## config.mk

```make
export PLATFORM = sky130hd
export DESIGN_NAME = freq_div_monitor
export DESIGN_NICKNAME = d
export VERILOG_FILES = /design/src/rtl/freq_div_pkg.sv /design/src/rtl/sync_edge_det.sv /design/src/rtl/freq_div_monitor.sv
export SDC_FILE = /design/constraint.sdc
export NUM_CORES = 1
export LEC_CHECK = 0
export CAP_MARGIN = 20
export CORE_UTILIZATION = 50
export CTS_CLUSTER_DIAMETER = 60
export CTS_CLUSTER_SIZE = 30
export DETAILED_ROUTE_END_ITERATION = 10
export GPL_TIMING_DRIVEN = 0
export PLACE_DENSITY = 0.85
export SYNTH_ARGS = -nofsm -noshare
export SYNTH_HDL_FRONTEND = slang
export SYNTH_HIERARCHICAL = 1
export SYNTH_SLANG_ARGS = --single-unit
```

## constraint.sdc

```tcl
create_clock -name clk -period 1.8 [get_ports clk]
set_input_delay 0.18 -clock clk [delete_from_list [all_inputs] [get_ports clk]]
set_output_delay 0.18 -clock clk [all_outputs]
set_load 0.02 [all_outputs]
```

## src/rtl/freq_div_pkg.sv

```systemverilog
// Shared state encoding and default parameters for the divided-clock monitor.
package freq_div_pkg;

  localparam int unsigned DEF_CNT_W      = 8;
  localparam int unsigned DEF_EXP_PERIOD = 7;
  localparam int unsigned DEF_TOL        = 0;
  localparam int unsigned DEF_LOCK_N     = 4;

  typedef enum logic [1:0] {
    ST_IDLE = 2'd0,
    ST_ARM  = 2'd1,
    ST_RUN  = 2'd2
  } fdm_state_e;

endpackage

```

## src/rtl/sync_edge_det.sv

```systemverilog
// Two-flop synchroniser for an asynchronous input, plus a delayed copy for rising-edge detection.
module sync_edge_det (
  input  logic clk,
  input  logic rst_n,
  input  logic sig_in,
  output logic s2,
  output logic rise
);

  logic s1;
  logic prev;

  always_ff @(posedge clk) begin
    if (!rst_n) begin
      s1   <= 1'b0;
      s2   <= 1'b0;
      prev <= 1'b0;
    end else begin
      s1   <= sig_in;
      s2   <= s1;
      prev <= s2;
    end
  end

  assign rise = s2 & ~prev;

endmodule

```

## src/rtl/freq_div_monitor.sv

```systemverilog
// Measures period and high time of a divided clock, flags ratio/duty errors and tracks lock.
module freq_div_monitor
  import freq_div_pkg::*;
#(
  parameter int unsigned CNT_W      = DEF_CNT_W,
  parameter int unsigned EXP_PERIOD = DEF_EXP_PERIOD,
  parameter int unsigned TOL        = DEF_TOL,
  parameter int unsigned LOCK_N     = DEF_LOCK_N
) (
  input  logic             clk,
  input  logic             rst_n,
  input  logic             en,
  input  logic             sig_in,
  output logic             meas_valid,
  output logic [CNT_W-1:0] period,
  output logic [CNT_W-1:0] high_time,
  output logic             period_err,
  output logic             duty_err,
  output logic             lock,
  output logic             timeout
);

  localparam logic [CNT_W-1:0]  CNT_MAX  = {CNT_W{1'b1}};
  localparam int unsigned       GCNT_W   = $clog2(LOCK_N + 1);
  localparam logic [GCNT_W-1:0] GCNT_MAX = GCNT_W'(LOCK_N);
  localparam int unsigned       DUTY_LO  = EXP_PERIOD / 2;
  localparam int unsigned       DUTY_HI  = (EXP_PERIOD + 1) / 2;

  fdm_state_e        state_q, state_d;
  logic [CNT_W-1:0]  pcnt_q, pcnt_d;
  logic [CNT_W-1:0]  hcnt_q, hcnt_d;
  logic [GCNT_W-1:0] gcnt_q, gcnt_d;
  logic [GCNT_W-1:0] gcnt_inc;
  logic [CNT_W-1:0]  period_d, high_time_d;
  logic              period_err_d, duty_err_d, lock_d, meas_valid_d, timeout_d;
  logic              period_bad, duty_bad;
  logic              s2, rise;

  sync_edge_det u_sync (
    .clk    (clk),
    .rst_n  (rst_n),
    .sig_in (sig_in),
    .s2     (s2),
    .rise   (rise)
  );

  // Error checks on the count that is about to be latched as a measurement.
  always_comb begin
    if (32'(pcnt_q) > EXP_PERIOD) begin
      period_bad = (32'(pcnt_q) - EXP_PERIOD) > TOL;
    end else begin
      period_bad = (EXP_PERIOD - 32'(pcnt_q)) > TOL;
    end
    duty_bad = (32'(hcnt_q) < DUTY_LO) || (32'(hcnt_q) > DUTY_HI);
  end

  assign gcnt_inc = (gcnt_q == GCNT_MAX) ? gcnt_q : gcnt_q + GCNT_W'(1);

  always_comb begin
    state_d      = state_q;
    pcnt_d       = pcnt_q;
    hcnt_d       = hcnt_q;
    gcnt_d       = gcnt_q;
    period_d     = period;
    high_time_d  = high_time;
    period_err_d = period_err;
    duty_err_d   = duty_err;
    lock_d       = lock;
    meas_valid_d = 1'b0;
    timeout_d    = 1'b0;

    if (!en) begin
      state_d = ST_IDLE;
      pcnt_d  = '0;
      hcnt_d  = '0;
      gcnt_d  = '0;
      lock_d  = 1'b0;
    end else begin
      unique case (state_q)
        ST_IDLE: begin
          pcnt_d  = '0;
          hcnt_d  = '0;
          state_d = ST_ARM;
        end
        ST_ARM: begin
          if (rise) begin
            pcnt_d  = CNT_W'(1);
            hcnt_d  = CNT_W'(1);
            state_d = ST_RUN;
          end
        end
        ST_RUN: begin
          // A rise on the saturating cycle still yields a normal measurement.
          if (rise) begin
            period_d     = pcnt_q;
            high_time_d  = hcnt_q;
            period_err_d = period_bad;
            duty_err_d   = duty_bad;
            meas_valid_d = 1'b1;
            pcnt_d       = CNT_W'(1);
            hcnt_d       = CNT_W'(1);
            if (period_bad || duty_bad) begin
              gcnt_d = '0;
              lock_d = 1'b0;
            end else begin
              gcnt_d = gcnt_inc;
              lock_d = (gcnt_inc == GCNT_MAX);
            end
          end else if (pcnt_q == CNT_MAX) begin
            timeout_d = 1'b1;
            gcnt_d    = '0;
            lock_d    = 1'b0;
            pcnt_d    = '0;
            hcnt_d    = '0;
            state_d   = ST_ARM;
          end else begin
            pcnt_d = pcnt_q + CNT_W'(1);
            hcnt_d = hcnt_q + CNT_W'(s2);
          end
        end
        default: state_d = ST_IDLE;
      endcase
    end
  end

  always_ff @(posedge clk) begin
    if (!rst_n) begin
      state_q    <= ST_IDLE;
      pcnt_q     <= '0;
      hcnt_q     <= '0;
      gcnt_q     <= '0;
      period     <= '0;
      high_time  <= '0;
      period_err <= 1'b0;
      duty_err   <= 1'b0;
      lock       <= 1'b0;
      meas_valid <= 1'b0;
      timeout    <= 1'b0;
    end else begin
      state_q    <= state_d;
      pcnt_q     <= pcnt_d;
      hcnt_q     <= hcnt_d;
      gcnt_q     <= gcnt_d;
      period     <= period_d;
      high_time  <= high_time_d;
      period_err <= period_err_d;
      duty_err   <= duty_err_d;
      lock       <= lock_d;
      meas_valid <= meas_valid_d;
      timeout    <= timeout_d;
    end
  end

endmodule

```

==> flow_summary.json <==
{
  "rr_worst_depth": 7,
  "postPlaceCellArea_um2": 2584,
  "p_clk_share_pct": 39.5,
  "synth_area_per_cell_um2": 8.559,
  "clk_pin_slew_ps": 100,
  "ir_drop_mv": 0.3817,
  "synth_top_area_share_pct": 40.02,
  "crit_start": "hcnt_q[4]",
  "path_class": "reg2reg",
  "place_inst": 339,
  "power.density_nw_per_um2": 611.0,
  "drc": 0,
  "finalWorstSetupSlack_ps": -70.23,
  "ant_nets": 0,
  "clkLatencyLatePin_ps": 310,
  "antennaDiodeCount": 0,
  "worstHoldPathType": "in2reg",
  "hold_viol_final": 0,
  "final_util_pct": 70.40,
  "finalNetCount": 340,
  "ios": 25,
  "holdBufCountCts": 0,
  "cpMaxStageDelayCell": "or4_4",
  "critPathCapture": "gcnt_q[0]",
  "drv_slew": 0,
  "intPower_w": 0.001419,
  "power.leakage_nw": 1.205,
  "rrSetupSlack_ps": -70,
  "clkSinkCount": 45,
  "vias": 2040,
  "top_usage_layer": "met2",
  "yosys_warnings": 6,
  "status": "finished with violations",
  "clockBufferDepth": 2,
  "synth_cell_types": 49,
  "synth_top_cell_by_area": "dfxtp_1",
  "p_sw_w": 0.0004545,
  "period_share_pct": 103.9,
  "fin_setup_tns_ps": -169.1,
  "hpwl_um": 3150,
  "htreeDepth": 2,
  "synth_ff_type": "dfxtp_1",
  "use_met3_pct": 4.532,
  "drtIter0Drc": 185,
  "drt_wl_total_um": 5523,
  "period_minus_slack_ps": 1870,
  "dieArea_um2": 4774,
  "drv_cap": 0,
  "synth_edf_count": 0,
  "critPathLaunchType": "flip-flop",
  "antenna_found_initial": 0,
  "sw_frac_of_total_pct": 24.26,
  "core_area_um2": 4354,
  "setup_viol": 3,
  "finClkSkew_ps": 10.27,
  "syn_area_um2": 2251,
  "drive_gt1_share_pct": 27.33,
  "grt_overflow": 0,
  "dieHeight_um": 69.10,
  "netlist_instances": 263,
  "tightest_slew_ps": 429.1,
  "ys_seq_elements": 45,
  "finalNonFillerCells": 374,
  "die_w_um": 69.10,
  "routedWlPerCell_um": 14.77,
  "crit_chain": "or4_4, nor2_4, nand3b_4, o41ai_4, buf_6, a311oi_2, nor2_1",
  "r2r_end": "gcnt_q[0]",
  "violations": "setup timing",
  "max_slew_margin_pct": 71.32,
  "crit_required_ps": 2050,
  "p_comb_share_pct": 7.0,
  "grt_usage_pct": 21.44,
  "synth_nets": 282,
  "portBuffers": 24,
  "seq_power_share_pct": 53.4,
  "synth.area.top_cells": "dfxtp_1 (40%), ha_1 (8.3%), nand2_1 (7.7%)",
  "end_kind": "flip-flop",
  "grt_max_degree": 16,
  "grt_pass1_vias": 1837,
  "arrival_ps": 2120,
  "synthArstFlopShare_pct": 0,
  "via_per_inst": 5.455,
  "area_growth_pct": 36.19,
  "yosysSeqAreaShare_pct": 40.02,
  "dr.pass1.iters": 5,
  "initial_core_util_pct": 51.70,
  "timing.rr.start": "hcnt_q[4]",
  "use_met1_pct": 24.98,
  "gp_congestion": 0.8551,
  "cts-root-buf": "clkbuf_8",
  "fmax_mhz": 534.7,
  "rsz0062_at_grt": "true",
  "numCtsBuffers": 5,
  "crit_path_max_incr_delay_ps": 550,
  "met2_usage_pct": 38.51,
  "crit_fanout": 7,
  "grt_pass1_wl_um": 8224,
  "rows": 24,
  "final_area_um2": 3065,
  "cts_tree": "done"
}
what timing repair did:
item                                    in CTS  in global routing
setup buffers                               12                 18
pin swaps                                    5                 14
endpoints found under the setup margin      22                 27
gates resized for setup                     21                 27
cloned                                       0                  0
worst min path at each step:
stage | start | to | slack (ps) | depth (start not counted)
floorplan | sig_in | u_sync/s1 | 300 | 1
global placement | u_sync/s1 | u_sync/s2 | 410 | 1
detailed placement | u_sync/s1 | u_sync/s2 | 420 | 1
CTS | sig_in | u_sync/s1 | 420 | 2
global route | sig_in | u_sync/s1 | 440 | 2
finish | sig_in | u_sync/s1 | 430 | 2
layout make-up:
class	instances	area, um2
Buffer	11	81.33
Clock buffer	6	93.84
Clock inverter	2	16.27
Fill cell	330	1289
Inverter	8	35.03
Multi-Input combinational cell	196	1380
Sequential cell	45	924.6
Tap cell	52	65.06
Timing Repair Buffer	54	469.2
synthesized netlist by cell type, types with 2 or more instances:
cell type	n
nand2_1	46
dfxtp_1	45
nor2_1	24
a21boi_0	16
ha_1	15
a21oi_1	14
nand3_1	10
clkbuf_1	9
inv_1	8
xor2_1	8
and3_1	5
nand4_1	5
and2_1	4
nor3b_1	4
o21ai_0	4
nor3_1	3
or3_1	3
xnor2_1	3
a21o_1	2
a2bb2oi_1	2
and3b_2	2
buf_4	2
nand2b_1	2
o31ai_1	2
registers in the layout, summed over array words and instances, names as in the netlist:
register,flops
duty_err,1
gcnt_q,3
hcnt_q,8
high_time,8
lock,1
meas_valid,1
pcnt_q,8
period,8
period_err,1
state_q,2
timeout,1
u_sync/prev,1
u_sync/s1,1
u_sync/s2,1
kinds of logic after synthesis:
group	share of synthesized area, %
xor gates and xnor gates	4.280
adders and majority gates	8.338
and+or+nand+nor	27.52
muxes	0.4447
DFF	40.02
buffers and inverters	4.446
AOI/OAI and AO/OA	14.95
through the flow:
step | worst slack [ps] | hold WS (ps) | power, W
after global routing | -144.9 | 442.3 | 0.001932
after floorplan | -1.101 | 301.7 | 0.001089
final | -70.23 | 426.3 | 0.001873
after global placement | -286.2 | 414.4 | 0.001112
after CTS | -129.4 | 419.4 | 0.001840
after detailed placement | -352.7 | 421.7 | 0.001114
critical path: cells and delay by family (launching register included):
| kind | cells | cell delay [ps] |
|---|---|---|
| buf+inv | 1 | 180 |
| simple gates | 4 | 890 |
| compound gates | 2 | 390 |
| flops | 1 | 340 |
routing by layer:
metal,vias to the layer above,part of all wire [%]
li1,1008,-
met1,948,41
met2,67,52
met3,17,4.3
met4,0,2.5
met5,-,0
power groups by stage:
stage	combinational (W)	clock (W)	sequential (W)
3_5_place_dp	0.0000838	0	0.00103
6_report	0.000132	0.000740	0.00100
5_1_grt	0.000140	0.000790	0.00100
4_1_cts	0.0000977	0.000741	0.00100
2_1_floorplan	0.0000600	0	0.00103
3_3_place_gp	0.0000821	0	0.00103
layout by cell type, fill, tap and decap left out, drive strengths merged, types with 2 or more instances in the layout:
master	n
nor3	3
and3b	2
a21oi	14
clkbuf	13
clkdlybuf4s50	24
nor2	25
nand3	10
xor2	8
nor2b	2
o21ai	5
a21o	2
inv	8
and2	5
nand2	47
buf	34
a2bb2oi	2
xnor2	3
dfxtp	45
and3	5
or3	3
nor3b	4
o31ai	2
ha	15
nand4	5
nand2b	2
a21boi	17
nand3b	2
Power figures use the tool's default switching activity.
==> variant 1 (same settings) <==
Add an input register stage for `en` and `sig_in`, without a reset; this delays them by one clock.
--- a/src/rtl/freq_div_monitor.sv
+++ b/src/rtl/freq_div_monitor.sv
@@ -27,4 +27,12 @@
   localparam int unsigned       DUTY_HI  = (EXP_PERIOD + 1) / 2;
 
+  logic en_q;
+  logic sig_q;
+
+  always_ff @(posedge clk) begin
+    en_q  <= en;
+    sig_q <= sig_in;
+  end
+
   fdm_state_e        state_q, state_d;
   logic [CNT_W-1:0]  pcnt_q, pcnt_d;
@@ -40,5 +48,5 @@
     .clk    (clk),
     .rst_n  (rst_n),
-    .sig_in (sig_in),
+    .sig_in (sig_q),
     .s2     (s2),
     .rise   (rise)
@@ -70,5 +78,5 @@
     timeout_d    = 1'b0;
 
-    if (!en) begin
+    if (!en_q) begin
       state_d = ST_IDLE;
       pcnt_d  = '0;
Behaviour: not the same (Yosys sat finds a counterexample within 10 cycles, from zero or initial values and one cycle with rst_n low).
==> variant 1 against the unedited design <==
The flow still finishes with violations (setup timing). Sequential cell count rose by 2. Count of clock-buffer cells in the layout is 1 lower. Sequential share of layout area rose by 3.0 points. Setup slack got worse by 0.39 ns. Clock skew fell by 0.0038 ns. Critical path depth grew 1. Synthesized area is 1.3% higher. Wire length decreased by 4.9%. Largest power group unchanged. Power down 4.7%. Via count up 0.59%. Cell area decreased by 5.2%.
==> variant 1: results (changes against the unedited design) <==
- The path depth of the worst reg2reg path is 8 (+1).
- The vias per cell is 5.64 (+3.4%).
- The worst hold path cell count was 1 (-1).
- The top fanout value on the critical path was 6 (-1).
- The sequential area share after synthesis is 41.3% (+1.3 points).
- The number of DRC violations after detailed-routing iteration 0 came to 84 (-55%).
- The met1 layer wirelength in the final routing came to 2320 um (+2.3%).
- The detail-routed net length per standard cell was 14.4 um (-2.3%).
- The via count of the first global-routing pass is 1977 (+7.6%).
- The distinct cell type count after synthesis is 48 (-2.0%).
- The highest metal layer carrying signal wires in the routed design is met4.
- The total number of H-tree levels is 2 (unchanged).
- The type of the tightest min-delay check is in -> reg.
- The sum of met2 wire segment lengths after detailed routing is 2580 um (-10%).
- The length of the first detailed-routing pass in iterations came to 4 (-1).
- The share of post-route cells with drive strength above 1 is 20.2% (-7.1 points).
- The initial antenna violation count is 0 (unchanged).
- The total routing resource utilization after global routing was 23.0% (+1.6 points).
- The final worst clock skew was 0.00649 ns (-0.00378 ns).
- The met3 layer wire length in the routed design was 231 um (-2.1%).
- The checks that failed: setup timing.
- The number of placed instances, taps included is 348 (+2.7%).
- The diode insertion count for antenna repair is 0 (unchanged).
- By area the synthesized netlist is led by sky130_fd_sc_hd__dfxtp_1 41%, sky130_fd_sc_hd__nand2_1 7.7%, sky130_fd_sc_hd__ha_1 7.1%.
- The net count after synthesis came to 289 (+2.5%).
- The summed instance area of the synthesized netlist is 2280 sq um (+1.3%).
- The half-perimeter wire length of the detailed placement result is 3490 um (+11%).
- The largest net degree at the start of global routing is 16 (unchanged).
- The net switching fraction of the power is 24.5% (+0.23 points).
- The peak supply drop is 0.000281 V (-26%).
- The number of CTS-inserted buffers is 5 (unchanged).
- The internal reg-to-reg setup slack is -0.46 ns (-0.39 ns).
- The post-synthesis cell count is 272 (+3.4%).
- The cell leakage power is 1.02 nW (-16%).
- The source-to-sink clock delay at the later pin of the worst-skew pair is 0.31 ns (about the same).
- The layout filler cell count is 367 (+11%).
- The global placement routability congestion is 0.833 (-2.6%).
- The total routed wirelength is 5250 um (-4.9%).
- The slack of the critical path came to -0.455 ns (-0.385 ns).
- The number of nets at the end of the flow is 328 (-3.5%).
- The setup slack at placement is -0.505 ns (-0.152 ns).
- The maximum number of buffers from clock root to sink is 2 (unchanged).
- The root buffer cell is sky130_fd_sc_hd__clkbuf_8.
- The arrival time at the worst endpoint is 2.50 ns (+0.38 ns).
- The tightest slew margin relative to the limit is 62.2% (-9.1 points).
- The final sum of negative setup slack is -1.82 ns (-1.65 ns).
- The wire length of the first global-routing pass was 8890 um (+8.1%).
- The synthesis warning total is 6 (unchanged).
- The proportion of synthesized flip-flops having asynchronous set or reset is 0% (unchanged).
- The run finished, with violations left.
- Clock-pin slew was measured on the worst setup and hold paths at 0.09 ns.
- The final count of negative-setup-slack endpoints is 8 (+5).
- The number of buffers added on ports is 24 (unchanged).
- Ranked by instance count, the synthesized netlist is headed by 47 x sky130_fd_sc_hd__dfxtp_1, 47 x sky130_fd_sc_hd__nand2_1, 28 x sky130_fd_sc_hd__nor2_1.
## variant 1: changes by cell type in the layout (fill, tap and decap cells not counted), sizes merged, moves of 3 or more
| cell | change |
|---|---|
| buf | -18 |
| o21ai | +5 |
| clkbuf | -3 |
| nor2 | +3 |
## variant 1: repair_timing
item,in CTS,in global routing
pin swaps,7,8
resized for setup,29,13
buffers inserted,15,0
cloned,1,0
hold endpoints to repair,0,0
setup endpoints to repair,34,22
## variant 1: kinds of logic (layout without fill, tap and decap cells)
group | after synthesis | in the layout | synth area share, %
and+or+nand+nor | 123 | 123 | 26.3
AOI/OAI and AO/OA | 55 | 56 | 17.1
DFF | 47 | 47 | 41.3
buffers and inverters | 24 | 63 | 4.34
adders and majority gates | 13 | 13 | 7.14
xor gates and xnor gates | 9 | 9 | 3.46
muxes | 1 | 1 | 0.439
## variant 1: power by group through the flow
| stage | Combinational (W) | Clock, W | Sequential, W |
|---|---|---|---|
| 5_1_grt | 0.0000963 | 0.000702 | 0.00105 |
| 3_3_place_gp | 0.0000668 | 0 | 0.00107 |
| 6_report | 0.0000887 | 0.000652 | 0.00104 |
| 3_5_place_dp | 0.0000690 | 0 | 0.00107 |
| 2_1_floorplan | 0.0000478 | 0 | 0.00107 |
| 4_1_cts | 0.0000821 | 0.000652 | 0.00105 |
## variant 1: worst max-delay path, stage by stage, from the launching register on
cell and delay (ns):
sky130_fd_sc_hd__dfxtp_4 0.36, sky130_fd_sc_hd__ha_4 0.18, sky130_fd_sc_hd__a2111o_1 0.42, sky130_fd_sc_hd__a211oi_2 0.22, sky130_fd_sc_hd__nand4b_1 0.21, sky130_fd_sc_hd__o31ai_4 0.44
sky130_fd_sc_hd__buf_4 0.18, sky130_fd_sc_hd__a31oi_1 0.06, sky130_fd_sc_hd__a21oi_1 0.13
## variant 1: final timing paths
kind | startpoint | endpoint
worst min register to register | sig_q | u_sync/s1
worst max register to register | pcnt_q[1] | gcnt_q[2]
worst min-delay path | sig_in | sig_q
worst max-delay path | pcnt_q[1] | gcnt_q[2]
## variant 1: through the flow
stage                     hold slack [ns]  instance area, sq um
after floorplan                     0.208                  2310
after global placement              0.418                  2620
after detailed placement            0.429                  2620
after CTS                           0.310                  2870
after global routing                0.309                  2910
final                               0.305                  2910
## variant 1: cell type report
type / instances / area share [%]
Multi-Input combinational cell: 202 / 46.9
Sequential cell: 47 / 33.2
Timing Repair Buffer: 39 / 12.3
Clock buffer: 5 / 2.37
Tap cell: 52 / 2.24
Inverter: 10 / 1.29
Buffer: 6 / 0.991
Clock inverter: 3 / 0.689
## variant 1: layer usage
layer,vias to the layer above,GRT usage [%]
met4,0,10.7
li1,1010,-
met2,40,38.6
met1,988,27.3
met5,-,0
met3,14,6.25
==> variant 2 (config.mk and constraints unchanged) <==
Made on the original files. `DEF_LOCK_N`: 4 -> 2.
--- a/src/rtl/freq_div_pkg.sv
+++ b/src/rtl/freq_div_pkg.sv
@@ -5,5 +5,5 @@
   localparam int unsigned DEF_EXP_PERIOD = 7;
   localparam int unsigned DEF_TOL        = 0;
-  localparam int unsigned DEF_LOCK_N     = 4;
+  localparam int unsigned DEF_LOCK_N     = 2;
 
   typedef enum logic [1:0] {
Check against the original RTL: same outputs for any inputs over 10 cycles, from zero or initial values and one cycle with rst_n low; that may be too few to reach the edited logic, so the function may still have changed.
==> variant 2 against the unedited design <==
The run still ends with setup timing left. Setup slack worse by 0.034 ns. Via count is 7.9% lower. Cell area is 13% lower. Wire length down 12%. Count of clock-buffer cells in the layout did not move. Sequential cell count decreased by 2. Power down 12%. Sequential share of layout area up 2.6 points. Synthesized area is 5.6% lower. Global-route usage is 2.5 points higher. Critical endpoint is now gcnt_q[1]. Largest power group unchanged.
==> variant 2: results (changes against the unedited design) <==
- The final count of negative-setup-slack endpoints came to 3 (unchanged).
- The cell leakage power is 0.940 nW (-22%).
- The final reports fail on setup timing.
- The post-synthesis sequential element count is 43 (-4.4%).
- The sum of met2 wire segment lengths after detailed routing is 2380 um (-17%).
- The top fanout value on the critical path was 10 (+3).
- The number of placed instances, taps included is 324 (-4.4%).
- The worst register-to-register path ends at gcnt_q[1].
- The mux contribution to synthesized area came to 0% (-0.44 points).
- The total area of multi-input combinational cells is 1240 sq um (-10%).
- The post-synthesis compound-gate area fraction is 16.1% (+1.1 points).
- The path with the worst hold slack has its endpoint at u_sync/s2.
- The layout multi-input combinational cell count was 183 (-6.6%).
- The path depth of the worst reg2reg path was 6 (-1).
- The half-perimeter wire length of the detailed placement result is 3230 um (+2.6%).
- The slack of the critical path is -0.104 ns (-0.0340 ns).
- The worst hold path begins at u_sync/s1.
- The min-delay analysis places its worst path in the category reg -> reg.
- The proportion of cell area occupied by multi-input gates is 46.4% (+1.4 points).
- The number of nets at the end of the flow is 303 (-11%).
- The distinct cell type count after synthesis came to 43 (-12%).
- The worst hold slack across all endpoints was 0.438 ns (+0.0115 ns).
- The final-layout clock-cell area share is 3.18% (-0.41 points).
- The vias per cell is 5.57 (+2.2%).
- The total routing resource utilization after global routing was 24.0% (+2.5 points).
- The flow ran to the end, but the final reports show violations.
-- variant 2: worst max-delay path by stage --
stage          slack, ns  depth (start not counted)   endpoint
2_1_floorplan     -0.004                          6  gcnt_q[0]
3_3_place_gp       -0.24                          9  pcnt_q[2]
3_5_place_dp       -0.30                          9  pcnt_q[2]
4_1_cts            -0.11                          6  gcnt_q[1]
5_1_grt            -0.15                          6  gcnt_q[1]
6_report           -0.10                          6  gcnt_q[1]
-- variant 2: power by group through the flow --
stage          logic (W)  registers (W)  clock network, W
2_1_floorplan  0.0000412       0.000981                 0
3_3_place_gp   0.0000620       0.000981                 0
4_1_cts        0.0000685       0.000956          0.000618
5_1_grt        0.0000823       0.000955          0.000673
6_report       0.0000753       0.000954          0.000611
3_5_place_dp   0.0000630       0.000981                 0
-- variant 2: worst reg2reg max path, delay by kind of cell (launching register included) --
kind                   cells  cell delay, ns
buffers and inverters      1            0.14
AO/OA/AOI/OAI              3            0.53
flip-flops                 1            0.34
AND/OR/NAND/NOR            2            0.81
